--- src/rtl/sensor_poll_scheduler.sv ---
// sensor_poll_scheduler: round-robin sensor poller driving a byte UART,
// with CRC-8 checking, retries, per-sensor results and error statistics.
module sensor_poll_scheduler #(
   parameter int NUM_SENSORS    = 5,
   parameter int TIMEOUT_CYCLES = 50000,
   parameter int MAX_RETRY      = 3,
   parameter int TMR_W          = 16
) (
   input  logic        clock,
   input  logic        resetn,
   input  logic        chip_select,
   input  logic        read,
   input  logic        write,
   input  logic [2:0]  address,
   input  logic [31:0] writedata,
   output logic [31:0] readdata,
   output logic [7:0]  uart_din,
   output logic        uart_wr_en,
   input  logic        uart_tx_busy,
   input  logic [7:0]  uart_dout,
   input  logic        uart_rdy,
   output logic        uart_rdy_clr
);

   typedef enum logic [3:0] {
      S_IDLE    = 4'd0,
      S_SEND    = 4'd1,
      S_RX_DATA = 4'd2,
      S_RX_CRC  = 4'd3,
      S_CHECK   = 4'd4,
      S_FAIL    = 4'd5,
      S_NEXT    = 4'd6
   } state_e;

   localparam logic [TMR_W-1:0] TMR_LAST = TMR_W'(TIMEOUT_CYCLES - 1);
   localparam logic [1:0]       RTY_LAST = 2'(MAX_RETRY - 1);
   localparam logic [2:0]       IDX_LAST = 3'(NUM_SENSORS);

   state_e           state_q, state_d;
   logic [2:0]       idx_q, idx_d;
   logic [1:0]       retry_q, retry_d;
   logic [TMR_W-1:0] timer_q, timer_d;
   logic [7:0]       data_q, data_d;
   logic [7:0]       crc_q, crc_d;
   logic             tmo_q, tmo_d;
   logic [7:0]       din_q, din_d;
   logic             wr_en_q, wr_en_d;
   logic             rdy_clr_q, rdy_clr_d;
   logic             en_q;
   logic [31:0]      readdata_q;

   logic [NUM_SENSORS-1:0] valid_q;
   logic [NUM_SENSORS-1:0] fault_q;
   logic [1:0]             att_q [NUM_SENSORS];
   logic [7:0]             rdat_q [NUM_SENSORS];
   logic [7:0]             rcrc_q [NUM_SENSORS];
   logic [15:0]            crc_err_q;
   logic [15:0]            tmo_cnt_q;

   logic        res_we;
   logic        res_valid;
   logic        res_fault;
   logic [1:0]  res_att;
   logic        crc_inc;
   logic        tmo_inc;
   logic        rx_ok;
   logic        timer_end;
   logic        wr0;
   logic        clear_all;
   logic [7:0]  fault_map;
   logic [31:0] rd_mux;
   logic        unused_wd;

   function automatic logic [7:0] crc8(input logic [7:0] d);
      logic [7:0] c;
      c = d;
      for (int i = 0; i < 8; i++) begin
         c = c[7] ? ({c[6:0], 1'b0} ^ 8'h07) : {c[6:0], 1'b0};
      end
      return c;
   endfunction

   assign wr0       = chip_select & write & (address == 3'd0);
   assign clear_all = wr0 & writedata[1];
   assign unused_wd = ^writedata[31:2];

   // A byte still flagged while its acknowledge is in flight is the old one.
   assign rx_ok     = uart_rdy & ~rdy_clr_q;
   assign timer_end = (timer_q == TMR_LAST);

   always_comb begin
      state_d   = state_q;
      idx_d     = idx_q;
      retry_d   = retry_q;
      timer_d   = timer_q;
      data_d    = data_q;
      crc_d     = crc_q;
      tmo_d     = tmo_q;
      din_d     = din_q;
      wr_en_d   = 1'b0;
      rdy_clr_d = 1'b0;
      res_we    = 1'b0;
      res_valid = 1'b0;
      res_fault = 1'b0;
      res_att   = retry_q + 2'd1;
      crc_inc   = 1'b0;
      tmo_inc   = 1'b0;
      unique case (state_q)
         S_IDLE: begin
            if (en_q) state_d = S_SEND;
         end
         S_SEND: begin
            if (!uart_tx_busy) begin
               din_d   = {5'b0, idx_q};
               wr_en_d = 1'b1;
               timer_d = '0;
               state_d = S_RX_DATA;
            end
         end
         S_RX_DATA: begin
            if (rx_ok) begin
               data_d    = uart_dout;
               rdy_clr_d = 1'b1;
               timer_d   = '0;
               state_d   = S_RX_CRC;
            end else if (timer_end) begin
               tmo_d   = 1'b1;
               state_d = S_FAIL;
            end else begin
               timer_d = timer_q + TMR_W'(1);
            end
         end
         S_RX_CRC: begin
            if (rx_ok) begin
               crc_d     = uart_dout;
               rdy_clr_d = 1'b1;
               timer_d   = '0;
               state_d   = S_CHECK;
            end else if (timer_end) begin
               tmo_d   = 1'b1;
               state_d = S_FAIL;
            end else begin
               timer_d = timer_q + TMR_W'(1);
            end
         end
         S_CHECK: begin
            if (crc8(data_q) == crc_q) begin
               res_we    = 1'b1;
               res_valid = 1'b1;
               retry_d   = 2'd0;
               state_d   = S_NEXT;
            end else begin
               crc_inc = 1'b1;
               tmo_d   = 1'b0;
               state_d = S_FAIL;
            end
         end
         S_FAIL: begin
            tmo_inc = tmo_q;
            if (retry_q == RTY_LAST) begin
               res_we    = 1'b1;
               res_fault = 1'b1;
               retry_d   = 2'd0;
               state_d   = S_NEXT;
            end else begin
               retry_d = retry_q + 2'd1;
               state_d = S_SEND;
            end
         end
         S_NEXT: begin
            idx_d   = (idx_q == IDX_LAST) ? 3'd1 : idx_q + 3'd1;
            state_d = en_q ? S_SEND : S_IDLE;
         end
         default: state_d = S_IDLE;
      endcase
   end

   always_ff @(posedge clock or negedge resetn) begin
      if (!resetn) begin
         state_q   <= S_IDLE;
         idx_q     <= 3'd1;
         retry_q   <= 2'd0;
         timer_q   <= '0;
         data_q    <= 8'd0;
         crc_q     <= 8'd0;
         tmo_q     <= 1'b0;
         din_q     <= 8'd0;
         wr_en_q   <= 1'b0;
         rdy_clr_q <= 1'b0;
      end else begin
         state_q   <= state_d;
         idx_q     <= idx_d;
         retry_q   <= retry_d;
         timer_q   <= timer_d;
         data_q    <= data_d;
         crc_q     <= crc_d;
         tmo_q     <= tmo_d;
         din_q     <= din_d;
         wr_en_q   <= wr_en_d;
         rdy_clr_q <= rdy_clr_d;
      end
   end

   always_ff @(posedge clock or negedge resetn) begin
      if (!resetn) begin
         en_q <= 1'b0;
      end else if (wr0) begin
         en_q <= writedata[0];
      end
   end

   // clear_all takes priority over a result landing in the same cycle.
   always_ff @(posedge clock or negedge resetn) begin
      if (!resetn) begin
         valid_q <= '0;
         fault_q <= '0;
         for (int i = 0; i < NUM_SENSORS; i++) begin
            att_q[i]  <= 2'd0;
            rdat_q[i] <= 8'd0;
            rcrc_q[i] <= 8'd0;
         end
      end else begin
         for (int i = 0; i < NUM_SENSORS; i++) begin
            if (clear_all) begin
               valid_q[i] <= 1'b0;
               fault_q[i] <= 1'b0;
               att_q[i]   <= 2'd0;
               rdat_q[i]  <= 8'd0;
               rcrc_q[i]  <= 8'd0;
            end else if (res_we && idx_q == 3'(i + 1)) begin
               valid_q[i] <= res_valid;
               fault_q[i] <= res_fault;
               att_q[i]   <= res_att;
               rdat_q[i]  <= data_q;
               rcrc_q[i]  <= crc_q;
            end
         end
      end
   end

   always_ff @(posedge clock or negedge resetn) begin
      if (!resetn) begin
         crc_err_q <= 16'd0;
         tmo_cnt_q <= 16'd0;
      end else if (clear_all) begin
         crc_err_q <= 16'd0;
         tmo_cnt_q <= 16'd0;
      end else begin
         if (crc_inc && crc_err_q != 16'hFFFF) begin
            crc_err_q <= crc_err_q + 16'd1;
         end
         if (tmo_inc && tmo_cnt_q != 16'hFFFF) begin
            tmo_cnt_q <= tmo_cnt_q + 16'd1;
         end
      end
   end

   always_comb begin
      fault_map                  = 8'd0;
      fault_map[NUM_SENSORS-1:0] = fault_q;
   end

   always_comb begin
      rd_mux = 32'd0;
      unique case (1'b1)
         (address == 3'd0): begin
            rd_mux = {16'b0, fault_map, 1'b0, state_q, idx_q};
         end
         (address == 3'd7): begin
            rd_mux = {tmo_cnt_q, crc_err_q};
         end
         default: begin
            for (int i = 0; i < NUM_SENSORS; i++) begin
               if (address == 3'(i + 1)) begin
                  rd_mux = {valid_q[i], fault_q[i], 4'b0, att_q[i],
                            8'b0, rcrc_q[i], rdat_q[i]};
               end
            end
         end
      endcase
   end

   always_ff @(posedge clock or negedge resetn) begin
      if (!resetn) begin
         readdata_q <= 32'd0;
      end else if (chip_select && read) begin
         readdata_q <= rd_mux;
      end
   end

   assign readdata     = readdata_q;
   assign uart_din     = din_q;
   assign uart_wr_en   = wr_en_q;
   assign uart_rdy_clr = rdy_clr_q;

endmodule
--- config.mk ---
export PLATFORM = sky130hd
export DESIGN_NAME = sensor_poll_scheduler
export DESIGN_NICKNAME = d
export VERILOG_FILES = /design/src/rtl/sensor_poll_scheduler.sv
export SDC_FILE = /design/constraint.sdc
export NUM_CORES = 1
export LEC_CHECK = 0
export ABC_AREA = 1
export BUFFER_PORTS_ARGS = -buffer_cell sky130_fd_sc_hd__buf_2
export CAP_MARGIN = 25
export CORE_AREA = 2 2 143 145
export DETAILED_ROUTE_END_ITERATION = 10
export DIE_AREA = 0 0 145 147
export GPL_TIMING_DRIVEN = 1
export PLACE_DENSITY = 0.84
export SYNTH_ARGS = -nofsm -noshare
export SYNTH_HDL_FRONTEND = slang
export SYNTH_SLANG_ARGS = --single-unit
--- constraint.sdc ---
create_clock -name clock -period 3 [get_ports clock]
set_input_delay 0.15 -clock clock [delete_from_list [all_inputs] [get_ports clock]]
set_output_delay 0.15 -clock clock [all_outputs]
set_load 0.01 [all_outputs]
==> impl_metrics.py <==
metrics = {
    "status": {
        "outcome": "finished, final reports clean",
    },
    "detailed_routing": {
        "detail-route-antenna-nets": 0,
        "drtIter0Drc": 1184,
        "wl_per_cell_um": 16.74,
        "drt-pass1-iter-count": 5,
        "vias": 10160,
        "via_per_inst": 5.813,
        "drt-total-wl_mm": 29.24,
        "drc": 0,
    },
    "placement": {
        "numPortBuffers": 56,
        "gp_congestion": 0.9142,
        "place_ws_ps": 443.0,
        "dpl_cell_area_sq_mm": 0.01142,
        "hpwl_mm": 19.15,
        "dp_cells": 1693,
    },
    "global_route": {
        "track_usage_pct": 27.23,
        "grt_pass1_wl_mm": 47.80,
        "grt_antenna_before_repair": 0,
        "grt_pass1_vias": 9385,
        "grt_max_degree": 144,
        "grt_overflow": 0,
    },
    "critical_path": {
        "startpoint_type": "register",
        "critPathMaxFanout": 24,
        "cpPeakStageDelay_ps": 440,
        "cp_cell_sequence": "inv_2 > nand2_1 > nand3_1 > nand2_1 > nand2_1 > nand2_1 > nor2_1 > nand2_1 > nor2_1 > nand3_2 > nand2_4 > nand2_1 > buf_4 > nand3_1 > nand2_1",
        "path_class": "reg2reg",
        "path_common_cell": "nand2_1",
        "cp.required_ps": 3390,
        "end_kind": "register",
        "slowest_stage": "dfrtp_1",
        "critPathArrivalTime_ps": 3050,
    },
    "cts": {
        "cts_tree": "done",
        "cts_resized": 0,
        "post_cts_buffers": 0,
        "cts.reportedPaths.clkPinSlew_ps": 60,
        "htree_levels": 1,
        "clock_latency_ps": 510,
        "cts_buffers": 24,
        "cts_hold_buf": 11,
        "clockBufferDepth": 3,
        "cts.sinks": 212,
        "root_buffer": "clkbuf_16",
    },
    "pwr": {
        "switchingPower_w": 0.002023,
        "irDropWorstVdd_mv": 0.3650,
        "combPwrFrac_pct": 15.4,
        "seq_power_share_pct": 44.8,
        "sw_frac_of_total_pct": 28.97,
        "cellPowerDensity_mw_per_mm2": 568.8,
        "pwr-share-clk_pct": 39.8,
        "p_int_w": 0.004962,
        "p_leak_nw": 6.269,
    },
    "synthesis": {
        "synth_area_per_cell_sq_um": 7.726,
        "netlist_area_sq_mm": 0.01089,
        "synth_xor_area_share_pct": 1.529,
        "ys_ff_latch": 212,
        "synthAdderAreaFrac_pct": 0.8046,
        "synth-main-ff-cell": "dfrtp_1",
        "yosysSeqAreaShare_pct": 48.75,
        "yosys.area_share.simple_pct": 33.76,
        "ys_types": 37,
        "synth-compound-area-share_pct": 7.471,
        "synth_cells": 1409,
        "synth_edf_count": 0,
        "yosysWarnings": 0,
        "synth_top_family_by_area": "simple AND/OR/NAND/NOR gates",
        "async_flop_share_pct": 100.0,
        "synthMuxAreaShare_pct": 0.1034,
    },
    "floorplanning": {
        "initial_core_util_pct": 54.85,
        "dieArea_sq_mm": 0.02132,
        "rows": 52,
        "core_area_sq_mm": 0.01984,
        "die_w_um": 145,
        "io_pins": 92,
        "die_h_um": 147,
    },
    "finish": {
        "stdcell_count": 1747,
        "register_area_sq_mm": 0.005306,
        "nets": 1517,
        "stdcell_area_sq_mm": 0.01228,
        "drive_above_1_share_pct": 9.614,
        "syn2layout_area_growth_pct": 12.82,
        "n_fill_cell": 1686,
        "num_antenna_cells": 0,
        "multi_input_area_sq_mm": 0.004791,
    },
    "timing": {
        "period_share_pct": 88.66,
        "rsz0062_at_grt": "no",
        "tightest_slew_ps": 1049,
        "hold_violations": 0,
        "hold_ws_ps": 113.4,
        "min_period_ps": 2660,
        "relSlewSlack_pct": 29.98,
        "timing.fmax_mhz": 376.0,
        "skew_ps": 13.99,
        "setup_violations": 0,
        "fin_setup_tns_ps": 0,
        "final-max-slew-violation-count": 0,
        "fin_ws_ps": 340.1,
    },
    "worst_hold_path": {
        "hold_path_class": "in2reg",
    },
    "job": {
        "maxCapViolations": 0,
    },
}
metal layers:
metal	GRT usage, %	routed length, um	vias up
li1	-	-	4791
met1	36.94	11890	4735
met2	43.64	13490	547
met3	5.155	2817	83
met4	10.84	1041	0
met5	0	0	-
critical path: cells and delay by family, from the launching register on:
family	cells	cell delay, ps
AND/OR/NAND/NOR	13	1630
flip-flops	1	440
buffers and inverters	2	460
power groups by stage:
stage	Sequential (W)	Clock, W	Combinational [W]
after floorplan	0.00316	0	0.000710
after CTS	0.00313	0.00280	0.00107
after global placement	0.00317	0	0.00103
after global routing	0.00315	0.00292	0.00123
after detailed placement	0.00318	0	0.00106
final	0.00313	0.00278	0.00108
stage by stage:
step | utilization, % | total power (W)
3_5_place_dp | 57.57 | 0.004232
5_1_grt | 61.89 | 0.007298
2_1_floorplan | - | 0.003875
6_report | 61.89 | 0.006985
4_1_cts | 61.89 | 0.006994
3_3_place_gp | 57.57 | 0.004201
cell usage in the layout, fill, tap and decap left out, types with 30 or more instances in the layout:
cell,n
nand4_1,48
inv_1,110
nand3_1,269
o21ai_0,64
dfrtp_1,211
nor2_1,102
buf_2,55
nand2_1,381
buf_4,30
a21oi_1,30
cell usage after synthesis, types with 4 or more instances:
cell type	count	area (sq um)
nand4_1	48	300.3
ha_1	7	87.58
nand3_1	269	1346
o31ai_1	9	67.56
buf_1	6	22.52
xor2_1	18	157.7
a31oi_1	12	75.07
a221oi_1	13	113.9
buf_2	18	90.09
nor4_1	4	25.02
buf_4	6	45.04
clkbuf_1	43	161.4
o211ai_1	5	37.54
nor3_1	21	105.1
inv_2	5	18.77
dfrtp_1	211	5280
o21ai_0	64	320.3
buf_6	6	67.56
a21oi_1	30	150.1
nor2_1	102	382.9
nand2_1	381	1430
inv_1	110	412.9
state kept, by name (all words and copies together), names as in the netlist, 4 cells and up:
signal and flops:
state_q 4, att_q 10, timer_q 16, data_q 8, rcrc_q 40, valid_q 5, crc_q 8, tmo_cnt_q 16
rdat_q 40, fault_q 5, readdata 32, crc_err_q 16
cell families after synthesis:
group | Yosys count
AO/OA/AOI/OAI | 139
XOR/XNOR | 19
adder cells (fa/ha/maj) | 7
buffers and inverters | 195
flip-flops | 212
multiplexers | 1
other | 1
AND/OR/NAND/NOR | 835
area by class of cell:
cell class	instances	share of cell area, %
multi-input cells	1007	39.01
clock inverters	8	0.3464
repair buffers	99	5.410
clock buffers	35	5.726
flip-flops and latches	212	43.21
inverters	116	3.546
well taps	270	2.751
path summary, 6_finish.rpt:
kind | start | to | slack [ps] | depth (start not counted)
max | data_q[7] | rdat_q[18] | 340 | 15
min in group asynchronous | resetn | timer_q[7] | 230 | 2
max reg2reg | data_q[7] | rdat_q[18] | 340 | 15
max in group asynchronous | resetn | rcrc_q[28] | 1810 | 3
min | write | en_q | 110 | 3
min reg2reg | readdata[19] | readdata[19] | 470 | 2
(Power assumes the default switching activity.)
